### src/rtl/seq_player_pkg.sv
// Shared Genius game package: colour encoding, default round width and the
// seq_player state encoding. Also used by the game controller and the
// user-input checker.
package seq_player_pkg;

    localparam int RW_DEFAULT = 5;

    localparam logic [1:0] COL_GREEN  = 2'd0;
    localparam logic [1:0] COL_RED    = 2'd1;
    localparam logic [1:0] COL_YELLOW = 2'd2;
    localparam logic [1:0] COL_BLUE   = 2'd3;

    typedef enum logic [2:0] {
        ST_IDLE  = 3'd0,
        ST_FETCH = 3'd1,
        ST_LOAD  = 3'd2,
        ST_SHOW  = 3'd3,
        ST_GAP   = 3'd4,
        ST_DONE  = 3'd5
    } sp_state_t;

    // Colour code to one-hot LED pattern: led[colour] lit.
    function automatic logic [3:0] colour_onehot(input logic [1:0] c);
        colour_onehot = 4'b0001 << c;
    endfunction

endpackage

### src/rtl/seq_player_if.sv
// Sequence memory read bus. Handshake: the master drives mem_addr and the
// slave returns the colour on mem_data one clock later (registered read);
// there is no valid/ready, the read always completes in exactly one cycle.
interface seq_player_if import seq_player_pkg::*; #(
    parameter int RW = RW_DEFAULT
) ();
    logic [RW-1:0] mem_addr;
    logic [1:0]    mem_data;

    modport master (output mem_addr, input mem_data);
    modport slave  (input mem_addr, output mem_data);
endinterface

### src/rtl/seq_player_timer.sv
// seq_timer: loadable down-counter. done is high in the last cycle of a
// loaded interval, so loading N gives an interval of exactly N cycles.
module seq_timer #(
    parameter int CW = 8
) (
    input  logic          CLOCK,
    input  logic          reset,
    input  logic          load,
    input  logic [CW-1:0] load_val,
    output logic          done
);

    logic [CW-1:0] count;

    // Load takes priority; otherwise count down and park at zero.
    always_ff @(posedge CLOCK) begin
        if (reset) begin
            count <= '0;
        end else if (load) begin
            count <= load_val;
        end else if (count != '0) begin
            count <= count - CW'(1);
        end
    end

    assign done = (count == CW'(1));

endmodule

### src/rtl/seq_player.sv
// seq_player: plays the stored colour sequence (index 0..round) on the LEDs
// while the game controller holds enable, then reports end_FPGA.
module seq_player import seq_player_pkg::*; #(
    parameter int RW         = RW_DEFAULT,
    parameter int ON_CYCLES  = 50_000_000,
    parameter int OFF_CYCLES = 12_500_000
) (
    input  logic             CLOCK,
    input  logic             reset,
    input  logic             enable,
    input  logic [RW-1:0]    round,
    input  logic [1:0]       speed,
    seq_player_if.master     mem,
    output logic [3:0]       led,
    output logic             busy,
    output logic             end_FPGA,
    output sp_state_t        state_dbg
);

    localparam int MAXC = (ON_CYCLES > OFF_CYCLES) ? ON_CYCLES : OFF_CYCLES;
    localparam int CW   = $clog2(MAXC + 1);
    localparam logic [CW-1:0] ON_LEN0 = CW'(ON_CYCLES);
    localparam logic [CW-1:0] OFF_LEN = CW'(OFF_CYCLES);

    sp_state_t     state, state_next;
    logic [RW-1:0] rnd_q;
    logic [RW-1:0] idx;
    logic [RW-1:0] addr_q;
    logic [1:0]    col_q;
    logic [CW-1:0] on_q;
    logic [CW-1:0] on_calc;
    logic          timer_load;
    logic [CW-1:0] timer_val;
    logic          timer_done;
    logic          start;
    logic          advance;

    // Speed-scaled on-time, clamped so a large shift never yields zero.
    always_comb begin
        on_calc = ON_LEN0 >> speed;
        if (on_calc == '0) begin
            on_calc = CW'(1);
        end
    end

    assign start   = (state == ST_IDLE) && enable;
    assign advance = (state == ST_GAP) && enable && timer_done && (idx != rnd_q);

    // State register plus run context: round/speed latched only at start,
    // so later changes on the inputs have no effect on the current run.
    always_ff @(posedge CLOCK) begin
        if (reset) begin
            state  <= ST_IDLE;
            rnd_q  <= '0;
            idx    <= '0;
            addr_q <= '0;
            col_q  <= '0;
            on_q   <= '0;
        end else begin
            state <= state_next;
            if (start) begin
                rnd_q  <= round;
                on_q   <= on_calc;
                idx    <= '0;
                addr_q <= '0;
            end
            if (state == ST_LOAD) begin
                col_q <= mem.mem_data;
            end
            // idx is compared against rnd_q before incrementing, so the last
            // entry of a full-range round never wraps back to zero.
            if (advance) begin
                idx    <= idx + RW'(1);
                addr_q <= idx + RW'(1);
            end
        end
    end

    // Next state, timer control and LED drive; abort overrides everything.
    always_comb begin
        state_next = state;
        timer_load = 1'b0;
        timer_val  = on_q;
        led        = 4'b0000;
        case (state)
            ST_IDLE: begin
                if (enable) state_next = ST_FETCH;
            end
            ST_FETCH: begin
                state_next = ST_LOAD;
            end
            ST_LOAD: begin
                timer_load = 1'b1;
                timer_val  = on_q;
                state_next = ST_SHOW;
            end
            ST_SHOW: begin
                led = colour_onehot(col_q);
                if (timer_done) begin
                    timer_load = 1'b1;
                    timer_val  = OFF_LEN;
                    state_next = ST_GAP;
                end
            end
            ST_GAP: begin
                if (timer_done) begin
                    state_next = (idx == rnd_q) ? ST_DONE : ST_FETCH;
                end
            end
            ST_DONE: begin
                state_next = ST_DONE;
            end
            default: begin
                state_next = ST_IDLE;
            end
        endcase
        if (!enable && state != ST_IDLE) begin
            state_next = ST_IDLE;
        end
    end

    seq_timer #(.CW(CW)) u_timer (
        .CLOCK    (CLOCK),
        .reset    (reset),
        .load     (timer_load),
        .load_val (timer_val),
        .done     (timer_done)
    );

    assign mem.mem_addr = addr_q;
    assign busy         = (state != ST_IDLE) && (state != ST_DONE);
    assign end_FPGA     = (state == ST_DONE);
    assign state_dbg    = state;

endmodule
### src/flat_wrapper.sv
// flat-port wrapper written by rule: the top's interface ports become plain ports
module seq_player_flat import seq_player_pkg::*;
#(
    parameter int RW         = RW_DEFAULT,
    parameter int ON_CYCLES  = 50_000_000,
    parameter int OFF_CYCLES = 12_500_000
)
  (CLOCK, reset, enable, round, speed, led, busy, end_FPGA, state_dbg, mem_mem_addr, mem_mem_data);
  seq_player_if #(.RW(RW)) mem_i ();
  input  logic CLOCK;
  input  logic reset;
  input  logic enable;
  input  logic [RW-1:0] round;
  input  logic [1:0] speed;
  output logic [3:0] led;
  output logic busy;
  output logic end_FPGA;
  output sp_state_t state_dbg;
  output wire logic [$bits(mem_i.mem_addr)-1:0] mem_mem_addr;
  input wire logic [$bits(mem_i.mem_data)-1:0] mem_mem_data;
  assign mem_mem_addr = mem_i.mem_addr;
  assign mem_i.mem_data = mem_mem_data;
  seq_player #(.RW(RW), .ON_CYCLES(ON_CYCLES), .OFF_CYCLES(OFF_CYCLES)) u_core (.CLOCK(CLOCK), .reset(reset), .enable(enable), .round(round), .speed(speed), .mem(mem_i), .led(led), .busy(busy), .end_FPGA(end_FPGA), .state_dbg(state_dbg));
endmodule
### config.mk
export PLATFORM = sky130hd
export DESIGN_NAME = seq_player_flat
export DESIGN_NICKNAME = d
export VERILOG_FILES = /design/src/rtl/seq_player_pkg.sv /design/src/rtl/seq_player_if.sv /design/src/rtl/seq_player_timer.sv /design/src/rtl/seq_player.sv /design/src/flat_wrapper.sv
export SDC_FILE = /design/constraint.sdc
export NUM_CORES = 1
export LEC_CHECK = 0
export BUFFER_PORTS_ARGS = -buffer_cell sky130_fd_sc_hd__buf_2
export CORE_MARGIN = 10
export CORE_UTILIZATION = 59
export CTS_CLUSTER_DIAMETER = 60
export DETAILED_ROUTE_END_ITERATION = 6
export PLACE_DENSITY = 0.79
export SYNTH_ARGS = -nofsm -noshare
export SYNTH_HDL_FRONTEND = slang
export SYNTH_SLANG_ARGS = --single-unit
### constraint.sdc
create_clock -name CLOCK -period 3 [get_ports CLOCK]
set_clock_uncertainty 0.15 [all_clocks]
set_input_delay 0.6 -clock CLOCK [delete_from_list [all_inputs] [get_ports CLOCK]]
set_output_delay 0.6 -clock CLOCK [all_outputs]
set_load 0.03 [all_outputs]
Word level (Yosys, flattened, before mapping)
Cells that the tools add are included.
{"block": "classes", "n_addsub": 2, "multipliers": 0, "div": 0, "n_lt_le_gt_ge": 0, "eq_ne": 12, "shift": 2, "n_mux": 15, "bitwise": 0, "n_reduce_logical": 15}
{"op": "two-way mux 26 bit", "n": 5}
{"op": "equality test 26 x 1 -> 1 bit, second input constant", "n": 1}
{"op": "logical NOT 26 bit", "n": 1}
{"op": "nonzero test 26 bit", "n": 1}
{"op": "right shift 26 x 2 -> 26 bit, first input constant", "n": 1}
{"op": "subtractor 26 x 1 -> 26 bit, second input constant", "n": 1}
{"op": "one-hot mux 3 bit (6 select lines)", "n": 1}
{"op": "two-way mux 3 bit", "n": 4}
{"op": "two-way mux 5 bit", "n": 2}
{"op": "equality test 3 x 2 -> 1 bit, second input constant", "n": 2}
{"op": "equality test 3 bit, second input constant", "n": 2}
{"op": "logical AND 1 bit", "n": 6}
{"op": "adder 5 x 1 -> 5 bit, second input constant", "n": 1}
{"op": "equality test 5 bit", "n": 1}
{"op": "inequality test 5 bit", "n": 1}
{"op": "two-way mux 4 bit", "n": 1}
{"op": "inequality test 2 x 1 -> 1 bit, second input constant", "n": 2}
{"op": "nonzero test 2 bit", "n": 2}
{"op": "<< shifter 1 x 2 -> 4 bit, first input constant", "n": 1}
{"op": "equality test 3 x 1 -> 1 bit, second input constant", "n": 1}
{"op": "logical NOT 3 bit", "n": 1}
{"op": "inequality test 3 bit, second input constant", "n": 1}
{"op": "AND reduction 3 bit", "n": 1}
{"op": "nonzero test 3 bit", "n": 1}
{"op": "5 further kinds", "n": 5}
{"block": "word_totals", "regBits": 67, "latch_bits": 0, "mem_bits_rw": 0, "romBits": 0, "in_bits": 12, "elab_cells": 52, "n_memories": 0}

Longest topological paths before layout
{"block": "logic_depth", "word_depth": 5, "ltp_mapped": 8, "ltp_nobuf": 7}

By module
From an unflattened synthesis, not the netlist that was laid out.
{"block": "unflattened", "hier_cells": 357, "area_unflattened_um2": 2816.5}
{"mod": "seq_timer", "n_inst": 1, "cells_per_inst": 190, "area_per_inst_um2": 1516.5, "seq_area_each_um2": 520.5}
{"mod": "seq_player", "n_inst": 1, "cells_per_inst": 167, "area_per_inst_um2": 1300.0, "seq_area_each_um2": 540.5}

Worst setup path before layout
Ideal clock, no wire load.
{"block": "synth_path", "path_kind": "flip-flop to output port", "startpoint": "register u_core.state[1] (netlist: u_core.state_dbg[1])", "endpoint": "output port led[0]", "t_arrival_ps": 1848, "required_ps": 2250, "setup_slack_ps": 402, "stages_incl_launch_ff": 5, "path_buffers": 1, "cell_sequence": "dfxtp_1 -> clkbuf_1 -> nor2b_1 -> nand2_1 -> nor3_1"}
{"block": "synth_between", "elab_chain_len": 2}
{"item": "from (decl)", "line": "seq_player.sv:25", "text": "sp_state_t state, state_next;"}
{"item": "from (signal assigned)", "line": "seq_player.sv:60", "text": "state <= state_next;"}
{"item": "equality test 3 x 2 -> 1 bit", "line": "seq_player.sv:85", "text": "case (state)"}
{"item": "two-way mux 4 bit", "line": "seq_player.sv:85"}
{"item": "to (decl)", "line": "flat_wrapper.sv:15", "text": "output logic [3:0] led;"}
No other way between the ends.

Worst setup path in the final report
{"block": "layout_path", "startpoint": "register u_core.u_timer.count[17]", "endpoint": "register u_core.idx[2]"}
{"block": "layout_between", "elab_chain_len": 4, "elab_cells_between_ends": 5}
{"item": "from (decl)", "line": "seq_player_timer.sv:13", "text": "logic [CW-1:0] count;"}
{"item": "from (signal assigned)", "line": "seq_player_timer.sv:20", "text": "count <= load_val;"}
{"item": "from (signal assigned)", "line": "seq_player_timer.sv:22", "text": "count <= count - CW'(1);"}
{"item": "equality test 26 x 1 -> 1 bit (*)", "line": "seq_player_timer.sv:26", "text": "assign done = (count == CW'(1));"}
{"item": "logical AND 1 bit (*) (2 in a row)", "line": "seq_player.sv:47", "text": "assign advance = (state == ST_GAP) && enable && timer_done && (idx != rnd_q);"}
{"item": "two-way mux 5 bit / nonzero test 2 bit (equally long branches)"}
{"item": "to (signal assigned)", "line": "seq_player.sv:73", "text": "idx <= idx + RW'(1);"}
{"item": "to (decl)", "line": "seq_player.sv:27", "text": "logic [RW-1:0] idx;"}
Mark *: on every way between the ends. The rest lies on a longest branch, timed or not.
A chain may end at the register's enable or synchronous reset.

==> out/results.ini <==
[timing]
timing.fmax_ghz=0.375
grt_setup_unrepaired=false
max_slew.worst_pin.slew_ns=0.922
report.final.hold_viol_count=0
fin_setup_tns_ns=0
slew_viol_final=0
relSlewSlack_pct=37.9
period_share_pct=88.9
timing.final.crit_period_ns=2.67
fin_hold_ws_ns=0.315
setup_violations=0

[critical_path]
r2r_end=u_core.idx[2]$_SDFFE_PP0P_
reg2reg_depth=5
timing.reg2reg.setup_slack_ns=0.33
critical_path_peak_fanout=10
rr_startpoint=u_core.u_timer.count[17]$_SDFFE_PP0P_
worstPathArrival_ns=2.77
critPathRequiredTime_ns=3.10
critical_path.endpoint_type=flop
setup.worst_path.start=u_core.u_timer.count[17]$_SDFFE_PP0P_
criticalPathCategory=flop to flop
worstSetupStartpointType=flop
timing.critical_path.to=u_core.idx[2]$_SDFFE_PP0P_

[power_and_ir_drop]
power_density_nw_per_um2=994
power.ir.vdd_worst_v=0.000494
leakage_nw=1.19

[cells_and_area]
n_fill_cell=402
fin_cells=437
final_nets=384
layout.area.seq_sq_um=1060
drive_above_1_share_pct=15.7
postLayoutCoreUtil_pct=66.9
multiInputGateArea_sq_um=1700
num_antenna_cells=0
area_growth_syn_to_layout_pct=10.1
final_area_sq_um=3160

[floorplanning]
die_area_sq_um=8050
die_x_um=89.7
rows=25
start_util_pct=60.7
core_region_area_sq_um=4720
io_pins=26
die_height_um=89.7

[clocking]
clock_insertion_delay_worst_skew_ns=0.31
clock_path_buffers=2
clock_tree_from_tritoncts=built
post_cts_buffers=0
cts_buffer_count=5
clock_sinks=53
cts-htree-levels=2
clock_root_buffer=clkbuf_8
postCtsHoldBufs=0
postCtsResizedCells=0
cts.reportedPaths.clkPinSlew_ns=0.10

[synth]
synth_largest_area_cell=dfxtp_1
cell_area_after_synthesis_sq_um=2870
yosys_warnings=0
yosys-top-cells-area=dfxtp_1, xnor2_1, nand2_1
synth.most_common_cell=dfxtp_1
synthTopCellsByCount=dfxtp_1, nand2_1, nor2_1
ys_seq_elements=53
netlist-cell-type-count=60
synth_flop_cell=dfxtp_1
synth-async-reset-ratio_pct=0
synth_edf_count=0
synthesized_netlist_cell_count=349
synth_top_area_share_pct=37.0
post_synth.cell_area_avg_sq_um=8.22
synth-seq-area-share_pct=37.0
mappedNetlistNets=364

[drt]
drc=0
antenna_violating_nets_post_route=0
drtIter0Drc=262
route.vias.total=2616
dr.pass1.iters=4
detail_route.vias_per_cell=5.99
drt_wl_total_um=7020
detail_route.wl_per_cell_um=16.1

[global_route]
global_route.overflow_total=0
grt_pass1_vias=2360
grt_max_degree=26
globalRouteTotalUtil_pct=16.6
grt_first_pass_wirelength_um=11600
number_of_antenna_violations_at_the_first_check_in_global_routing=0

[place]
placedCellCount=429
placedInstanceArea_sq_um=3060
detailedPlacementHpwl_um=5160
port_buffers=25
gp_routability_congestion=0.890

[hold_path]
min-delay-path-class=flop to flop

[status]
run_status=finished, final reports clean

[job]
cap_viol_max_count=0

## worst max-delay path, stage by stage, from the launching register on
cell     delay [ns]
dfxtp_1        0.35
or4_1          0.68
nor4_4         0.54
nand3_4        0.21
or4b_1         0.54
a31oi_1        0.13
## sequential cells by signal, summed over array words and instances, names as in the netlist
signal	count
u_core.col_q	2
u_core.on_q	12
u_core.state_dbg	3
u_core.rnd_q	5
u_core.idx	5
u_core.u_timer.count	26
## metrics by stage
| step | power [W] | setup WS [ns] |
|---|---|---|
| after floorplan | 0.00236 | 0.402 |
| after global placement | 0.00263 | 0.429 |
| after detailed placement | 0.00268 | 0.382 |
| after CTS | 0.00313 | 0.356 |
| after global routing | 0.00335 | 0.198 |
| final | 0.00314 | 0.332 |
## routing by layer
layer	global-route usage, %	share of wire (%)
met4	5.66	1.2
met3	3.41	5.5
met2	26.9	47
met1	21.4	47
met5	0	0
## how the worst min path moves through the flow
stage | from | to | slack (ns) | depth (start not counted)
global placement | u_core.on_q[9]$_SDFFE_PP0P_ | u_core.on_q[9]$_SDFFE_PP0P_ | 0.29 | 2
CTS | u_core.on_q[10]$_SDFFE_PP0P_ | u_core.on_q[10]$_SDFFE_PP0P_ | 0.31 | 2
floorplan | u_core.on_q[9]$_SDFFE_PP0P_ | u_core.on_q[9]$_SDFFE_PP0P_ | 0.29 | 2
detailed placement | u_core.on_q[10]$_SDFFE_PP0P_ | u_core.on_q[10]$_SDFFE_PP0P_ | 0.30 | 2
global route | u_core.on_q[16]$_SDFFE_PP0P_ | u_core.on_q[16]$_SDFFE_PP0P_ | 0.34 | 2
finish | u_core.on_q[10]$_SDFFE_PP0P_ | u_core.on_q[10]$_SDFFE_PP0P_ | 0.31 | 2
## placed cells by master, fill, tap and decap left out, drive strengths merged, types with 3 or more instances in the layout
master | Yosys | final
dfxtp | 53 | 53
nand2 | 38 | 38
buf | 3 | 33
nor2 | 30 | 30
a21oi | 28 | 28
xnor2 | 20 | 20
nor3 | 18 | 18
nand3 | 16 | 16
nor4 | 13 | 13
o21ai | 11 | 11
or4 | 9 | 9
inv | 7 | 8
a211oi | 8 | 8
nor2b | 7 | 7
nand4 | 6 | 6
o211ai | 6 | 6
a31oi | 6 | 6
clkbuf | 17 | 6
xor2 | 5 | 5
or2 | 5 | 5
or3 | 4 | 4
a22oi | 3 | 3
ha | 3 | 3
## power by group
| group | total, W | internal [W] | switching [W] |
|---|---|---|---|
| logic | 0.00164 | 0.000660 | 0.000978 |
| registers | 0.00105 | 0.000863 | 0.000192 |
| clock network | 0.000446 | 0.000192 | 0.000253 |
| total | 0.00314 | 0.00172 | 0.00142 |
## kinds of logic after synthesis
logic type	Yosys count	share of synthesized area, %
xor gates and xnor gates	25	7.63
DFF	53	37.0
buffers and inverters	27	3.84
and+or+nand+nor	157	29.4
adders and majority gates	3	1.31
AOI/OAI and AO/OA	83	20.5
muxes	1	0.349
## cell type report
cell class / instances / share of cell area [%]
inverter: 7 / 0.832
sequential: 53 / 33.6
timing repair buffer: 33 / 5.86
multi-input combinational: 269 / 53.9
clock inverter: 2 / 0.554
clock buffer: 6 / 2.61
tap: 67 / 2.65
(Power assumes the default switching activity.)
